[src/rtl/fifo_uart_pkg.sv]
// Shared types and constants for the FIFO-fed UART transmitter.
package fifo_uart_pkg;

  localparam int   UART_DATA_BITS  = 8;
  localparam int   UART_FRAME_BITS = 10;
  localparam logic LINE_IDLE       = 1'b1;

  typedef enum logic [2:0] {
    IDLE,
    FETCH,
    LATCH,
    START,
    DATA,
    STOP
  } tx_state_e;

endpackage

[src/rtl/uart_baud_counter.sv]
// Bit-period timer: counts 0..CLKS_PER_BIT-1 while run is high and flags the
// final cycle of each bit period.
module uart_baud_counter #(
  parameter int CLKS_PER_BIT = 16
) (
  input  logic rd_clk,
  input  logic rd_rst,
  input  logic clear,
  input  logic run,
  output logic bit_tick
);

  localparam int CNT_W = (CLKS_PER_BIT > 1) ? $clog2(CLKS_PER_BIT) : 1;
  localparam logic [CNT_W-1:0] LAST = CNT_W'(CLKS_PER_BIT - 1);

  logic [CNT_W-1:0] cnt;

  always_ff @(posedge rd_clk) begin
    if (rd_rst) begin
      cnt <= '0;
    end else if (clear) begin
      cnt <= '0;
    end else if (run) begin
      cnt <= (cnt == LAST) ? '0 : cnt + 1'b1;
    end
  end

  assign bit_tick = run && (cnt == LAST);

endmodule

[src/rtl/fifo_uart_tx.sv]
// Read-side FIFO consumer that pops bytes and sends them as UART 8N1 frames,
// entirely in the FIFO read-clock domain.
//
// state | meaning
// IDLE  | line high, waiting for tx_en with a non-empty FIFO
// FETCH | one-cycle pop strobe to the FIFO
// LATCH | FIFO read data valid; load shift register, clear baud timer
// START | start bit (line low)
// DATA  | eight data bits, LSB first
// STOP  | stop bit (line high); may chain straight into FETCH
module fifo_uart_tx
  import fifo_uart_pkg::*;
#(
  parameter int CLKS_PER_BIT = 16,
  parameter int DATA_W       = 8
) (
  input  logic              rd_clk,
  input  logic              rd_rst,
  input  logic              i_tx_en,
  input  logic              i_fifo_empty,
  input  logic [DATA_W-1:0] i_rd_data,
  output logic              o_rd_en,
  output logic              o_tx,
  output logic              o_busy,
  output logic              o_byte_done
);

  if (DATA_W != UART_DATA_BITS) begin : g_bad_data_w
    $error("fifo_uart_tx: DATA_W must be 8 for 8N1 framing");
  end
  if (CLKS_PER_BIT < 2 || CLKS_PER_BIT > 65535) begin : g_bad_cpb
    $error("fifo_uart_tx: CLKS_PER_BIT must be within 2..65535");
  end

  tx_state_e         state, state_nxt;
  logic [DATA_W-1:0] shift;
  logic [2:0]        bit_idx;
  logic              bit_tick;
  logic              baud_run;
  logic              baud_clear;

  assign baud_run   = (state == START) || (state == DATA) || (state == STOP);
  assign baud_clear = (state == LATCH);

  uart_baud_counter #(
    .CLKS_PER_BIT(CLKS_PER_BIT)
  ) u_baud (
    .rd_clk  (rd_clk),
    .rd_rst  (rd_rst),
    .clear   (baud_clear),
    .run     (baud_run),
    .bit_tick(bit_tick)
  );

  always_ff @(posedge rd_clk) begin
    if (rd_rst) begin
      state <= IDLE;
    end else begin
      state <= state_nxt;
    end
  end

  // bit_idx wraps 7->0 on its own as the last data bit completes.
  always_ff @(posedge rd_clk) begin
    if (rd_rst) begin
      shift   <= '0;
      bit_idx <= '0;
    end else begin
      case (state)
        LATCH: begin
          shift   <= i_rd_data;
          bit_idx <= '0;
        end
        DATA: begin
          if (bit_tick) begin
            shift   <= shift >> 1;
            bit_idx <= bit_idx + 3'd1;
          end
        end
        default: ;
      endcase
    end
  end

  always_comb begin
    state_nxt = state;
    case (state)
      IDLE:  if (i_tx_en && !i_fifo_empty) state_nxt = FETCH;
      FETCH: state_nxt = LATCH;
      LATCH: state_nxt = START;
      START: if (bit_tick) state_nxt = DATA;
      DATA:  if (bit_tick && bit_idx == 3'd7) state_nxt = STOP;
      STOP: begin
        if (bit_tick) begin
          state_nxt = (i_tx_en && !i_fifo_empty) ? FETCH : IDLE;
        end
      end
      default: state_nxt = IDLE;
    endcase
  end

  // Outputs decode only registered state, so no input reaches an output directly.
  always_comb begin
    o_tx        = LINE_IDLE;
    o_rd_en     = 1'b0;
    o_busy      = (state != IDLE);
    o_byte_done = 1'b0;
    case (state)
      FETCH: o_rd_en = 1'b1;
      START: o_tx = 1'b0;
      DATA:  o_tx = shift[0];
      STOP:  o_byte_done = bit_tick;
      default: ;
    endcase
  end

endmodule

[config.mk]
export PLATFORM = sky130hd
export DESIGN_NAME = fifo_uart_tx
export DESIGN_NICKNAME = d
export VERILOG_FILES = /design/src/rtl/fifo_uart_pkg.sv /design/src/rtl/uart_baud_counter.sv /design/src/rtl/fifo_uart_tx.sv
export SDC_FILE = /design/constraint.sdc
export NUM_CORES = 1
export LEC_CHECK = 0
export CORE_MARGIN = 2
export CORE_UTILIZATION = 35
export CTS_CLUSTER_SIZE = 40
export DETAILED_ROUTE_END_ITERATION = 8
export PLACE_DENSITY = 0.67
export SYNTH_ARGS = -nofsm -noshare
export SYNTH_HDL_FRONTEND = slang
export SYNTH_SLANG_ARGS = --single-unit
[constraint.sdc]
create_clock -name rd_clk -period 1.67 [get_ports rd_clk]
set_clock_uncertainty 0.15 [all_clocks]
set_input_delay 0.4175 -clock rd_clk [delete_from_list [all_inputs] [get_ports rd_clk]]
set_output_delay 0.4175 -clock rd_clk [all_outputs]
set_load 0.02 [all_outputs]
# Word-level counts from Yosys, hierarchy flattened
# Cells that the tools add are included.
op_classes:
  n_eq_ne: 12
  shifts: 0
  n_div: 0
  multipliers: 0
  bitwise_logic: 0
  order_cmp: 0
  n_mux: 14
  reduce_logical: 12
  addsub: 2
op_table:
  columns: ["cell", "n"]
  rows:
  - ["$pmux 3 s6", 1]
  - ["$pmux 8 s2", 1]
  - ["$mux 3", 5]
  - ["$eq 3x3->1 const B", 3]
  - ["$mux 8", 1]
  - ["$ne 2x2->1 const B", 4]
  - ["$eq 3x2->1 const B", 2]
  - ["$pmux 3 s2", 1]
  - ["$add 4x1->4 const B", 1]
  - ["$eq 4x4->1 const B", 1]
  - ["$mux 4", 1]
  - ["$reduce_and 4->1", 1]
  - ["$add 3x1->3 const B", 1]
  - ["$eq 3x1->1 const B", 1]
  - ["$logic_and 1x1->1", 3]
  - ["$logic_not 3->1", 1]
  - ["$mux 1", 3]
  - ["$reduce_bool 3->1", 1]
  - ["$logic_or 1x1->1", 2]
  - ["$ne 2x1->1 const B", 1]
  - ["$pmux 1 s2", 1]
  - ["$reduce_and 2->1", 1]
  - ["$reduce_bool 2->1", 1]
  - ["$reduce_or 2->1", 1]
  - ["$logic_not 1->1", 1]
totals:
  elab_cells: 44
  out_inout_bits: 4
  mem_bits_rw: 0
  romBits: 0
  regBits: 18
  n_memories: 0
  latch_bits: 0

# Logic depth before layout (Yosys ltp)
logic_depth:
  ltp_word: 7
  mapped_depth: 5
  mapped_depth_nobuf: 4

# Cells and area by module
# From an unflattened synthesis, not the netlist that was laid out.
unflattened:
  hier_cells: 105
  hier_area_um2: 930.9
by_module_without_submodules:
  columns: ["module", "n_inst", "cells_each", "area_per_inst_um2"]
  rows:
  - ["fifo_uart_tx", 1, 88, 757.0]
  - ["uart_baud_counter", 1, 17, 173.9]

# Least setup slack after synthesis
# No wires, ideal clock.
synth_timing:
  kind: "register to output"
  from: "register u_baud.cnt[0]"
  to: "output o_byte_done"
  stages_incl_launch_ff: 4
  setup_slack_ns: -0.031
  path_buffers: 0
  t_arrival_ns: 1.134
  required_time_ns: 1.102
  cell_sequence: "dfxtp_1 > ha_1 > nand4_1 > nor2_1"
synth_between:
  elab_chain_cells: 3
synth_rtl:
  columns: ["item", "line_no", "rtl"]
  rows:
  - ["start, declared", "uart_baud_counter.sv:16", "logic [CNT_W-1:0] cnt;"]
  - ["start signal, assigned", "uart_baud_counter.sv:24", "cnt <= (cnt == LAST) ? '0 : cnt + 1'b1;"]
  - ["$eq 4x4->1", "uart_baud_counter.sv:28", "assign bit_tick = run && (cnt == LAST);"]
  - ["$logic_and 1x1->1", "uart_baud_counter.sv:28", null]
  - ["$mux 1", "fifo_uart_tx.sv:108", "case (state)"]
  - ["end, declared", "fifo_uart_tx.sv:25", "output logic o_byte_done"]
# No other way between the ends.

# Worst setup path after layout
layout_timing:
  from: "register state[1]"
  to: "output o_tx"
layout_between:
  elab_chain_cells: 2
layout_rtl:
  columns: ["item", "line_no", "rtl"]
  rows:
  - ["start, declared", "fifo_uart_tx.sv:35", "tx_state_e state, state_nxt;"]
  - ["start signal, assigned", "fifo_uart_tx.sv:59", "state <= state_nxt;"]
  - ["$eq 3x3->1 / $eq 3x2->1 (equally long branches)", "fifo_uart_tx.sv:108", null]
  - ["$pmux 1 s2 (*)", "fifo_uart_tx.sv:108", null]
  - ["end, declared", "fifo_uart_tx.sv:23", "output logic o_tx,"]
# Mark *: on every way between the ends. The rest lies on a longest branch, timed or not.

==> metrics.md <==
| Metric | Value |
|---|---|
| Failing checks | `negative setup slack` |
| Clk buf depth | `2` |
| Mapped Area | `1129 sq um` |
| Fin crit share | `115.2%` |
| RSZ-0062 raised after global routing | `true` |
| Worst-Skew Late Latency | `0.30 ns` |
| Worst EP arrival | `1.36 ns` |
| Mapped Cells | `121` |
| Worst Hold Depth | `2` |
| Total grt overflow | `0` |
| Critical Path Slowest Stage Cell | `or3b_4` |
| Final Hold Fails | `0` |
| CTS Hold Buffers Added | `0` |
| Antenna Cells | `0` |
| Minimum clock period | `1.924 ns` |
| Die height | `60.79 um` |
| R2r startpoint | `state[2]` |
| Avg WL per Cell | `15.26 um` |
| Fraction of registers with async set/reset | `0%` |
| Max-cap violations | `0` |
| Most frequent cells after synthesis | `dfxtp_1, a211oi_1, a21oi_1` |
| I/O pin cnt | `16` |
| Worst Hold Launch | `bit_idx[1]` |
| Vias in the first global route | `1108` |
| Worst-Margin Slew | `0.3262 ns` |
| Highest clock rate | `519.7 MHz` |
| Final setup TNS | `-0.8017 ns` |
| Maximum VDD drop | `0.0004588 V` |
| Number of synthesized flops with an enable pin | `0` |
| Number of port buffers | `15` |
| Starting density of the core | `36.97%` |
| Hold WS | `0.3750 ns` |
| Drt initial violations | `23` |
| Worst setup startpoint | `state[1]` |
| Flop2flop setup slack | `-0.01 ns` |
| Worst-path cell chain | `or3b_4 > o21a_1 > buf_6` |
| Final Non-Filler Cells | `209` |
| Cell variety after synth | `45` |
| Seq/Total Area, Yosys | `31.93%` |
| Dpl cells | `191` |
| Status | `complete, but fails checks` |
| Initial antenna violation count | `0` |
| Syn_area_per_cell | `9.327 sq um` |
| Crit start category | `flop` |
| DR pass1 iterations | `4` |
| Largest net degree at the start of global routing | `13` |
| First-pass GRT wire length | `4.968 mm` |
| CP Capture Type | `output port` |
| Power per Cell Area | `568.7 nW/um^2` |
| Yosys top cell by area | `dfxtp_1` |
| Hold crit path type | `flop to flop` |
| H-tree levels | `1` |
| Worst r2r path cells | `6` |
| Synth Flop Type | `dfxtp_1` |
| # rows | `20` |
| Post-route cell area | `1759 sq um` |
| Synth top area cells | `dfxtp_1, a211oi_1, mux2i_1, a21oi_1, buf_6` |
| Vias | `1118` |
| Routed Wire Length | `3.189 mm` |
| Synth warn | `0` |
| Number of buffers created by CTS | `3` |
| DPL Wire Length | `2.101 mm` |
| Via density | `5.349` |
| Critical path class | `flop to output port` |
| CTS tree | `built` |
| Synthesis-to-layout area growth | `55.88%` |
| Placed Instance Area | `1431 sq um` |
| Detail Route Antenna Nets | `0` |
| Clk slew on worst S/H paths | `0.11 ns` |
| Leak Pwr | `0.7218 nW` |
| Total Routing Usage GR | `17.69%` |
| Top cell type's share of synthesized area | `31.93%` |
| Yosys reg bits | `18` |
| Clk Tree Root Cell | `clkbuf_4` |
| Layout cells sized above 1 | `46.67%` |
| R2R Path End | `shift[5]` |
| Fin worst setup slack | `-0.2541 ns` |
| Final nets | `181` |
| Final Setup Violations | `6` |
| Slew Viols, Final | `0` |
| Relative slew slack | `78.17%` |
| Most frequent cell after synthesis | `dfxtp_1` |
| Die X-Extent | `60.79 um` |
| Slowest cell delay on critical path | `0.39 ns` |
| DRC Markers | `0` |
| Worst EP required | `1.10 ns` |
| Clock Sinks | `18` |
| Syn_nets | `136` |
| DIE AREA | `3695 sq um` |
| Worst Path Max Fanout | `3` |
| Routability cong. | `0.8010` |
| Endpoint, Worst Hold | `bit_idx[1]` |
| CORE AREA | `3053 sq um` |
sequential cells by signal, summed over array words and instances (netlist names):
signal and count:
state 3, bit_idx 3, u_baud.cnt 4, shift 8
layout make-up:
type	count	area [sq um]
sequential	18	366.6
timing repair buffer	51	489.2
tap	44	55.05
fill	288	1294
clock buffer	4	36.28
multi-input combinational	89	800.8
inverter	3	11.26
worst max-delay path: cells and delay by family, from the launching register on:
family | cells | cell delay [ns]
buffers and inverters | 1 | 0.13
AOI/OAI and AO/OA | 1 | 0.20
DFF | 1 | 0.35
and+or+nand+nor | 1 | 0.39
metal layers:
metal  track usage, %  vias up  wire length [um]
met2            33.79       20              1749
met1            21.76      547              1358
met3            1.919        0                81
met5                0        -                 0
li1                 -      551                 -
met4            2.174        0                 0
cells in the final DEF, fill, tap and decap left out, types with 2 or more instances in the layout:
cell type	n
a211oi_4	2
buf_6	7
o21ai_0	3
nand2_1	4
nor2b_1	2
buf_8	2
a31oi_1	2
buf_4	28
clkbuf_4	3
nor2_4	2
dfxtp_1	13
nor2_1	3
or3b_4	2
a211oi_1	2
buf_12	3
nor3_1	2
mux2i_1	7
inv_1	3
o211ai_1	3
a211oi_2	12
ha_1	2
a21oi_1	9
clkdlybuf4s50_1	11
nand3_1	7
dfxtp_2	5
worst max-delay path by stage:
| stage | endpoint | slack (ns) | cells past startpoint |
|---|---|---|---|
| after floorplan | o_tx | 0.009 | 3 |
| after detailed placement | o_tx | -0.34 | 3 |
| after CTS | o_tx | -0.26 | 3 |
| after global placement | o_tx | -0.32 | 3 |
| after global routing | o_tx | -0.31 | 3 |
| final | o_tx | -0.25 | 3 |
cells by family (layout without fill, tap and decap cells):
logic type / count (synthesis) / after routing / share of synthesized area [%]
AND/OR/NAND/NOR: 35 / 35 / 20.95
buffers and inverters: 14 / 58 / 8.313
adder cells (fa/ha/maj): 3 / 3 / 3.326
multiplexers: 8 / 8 / 7.206
AO/OA/AOI/OAI: 43 / 43 / 28.27
flip-flops: 18 / 18 / 31.93
what timing repair did:
item | CTS | global route
setup buffers | 7 | 8
endpoints found under the setup margin | 12 | 14
resized for setup | 37 | 27
cloned | 0 | 0
pin swaps | 5 | 12
power by group:
part	switching (W)	internal, W
Combinational	0.000115	0.000134
Sequential	0.0000206	0.000454
Clock	0.000143	0.000133
Total	0.000279	0.000722
through the flow:
stage	power, W	utilization (%)	setup WS [ns]
final	0.001000	57.62	-0.2541
after CTS	0.0009616	51.52	-0.2605
after detailed placement	0.0006739	46.89	-0.3381
after floorplan	0.0005899	-	0.009013
after global placement	0.0006654	46.89	-0.3206
after global routing	0.001048	57.62	-0.3077
Note: power is estimated with default switching activity, not from simulation.
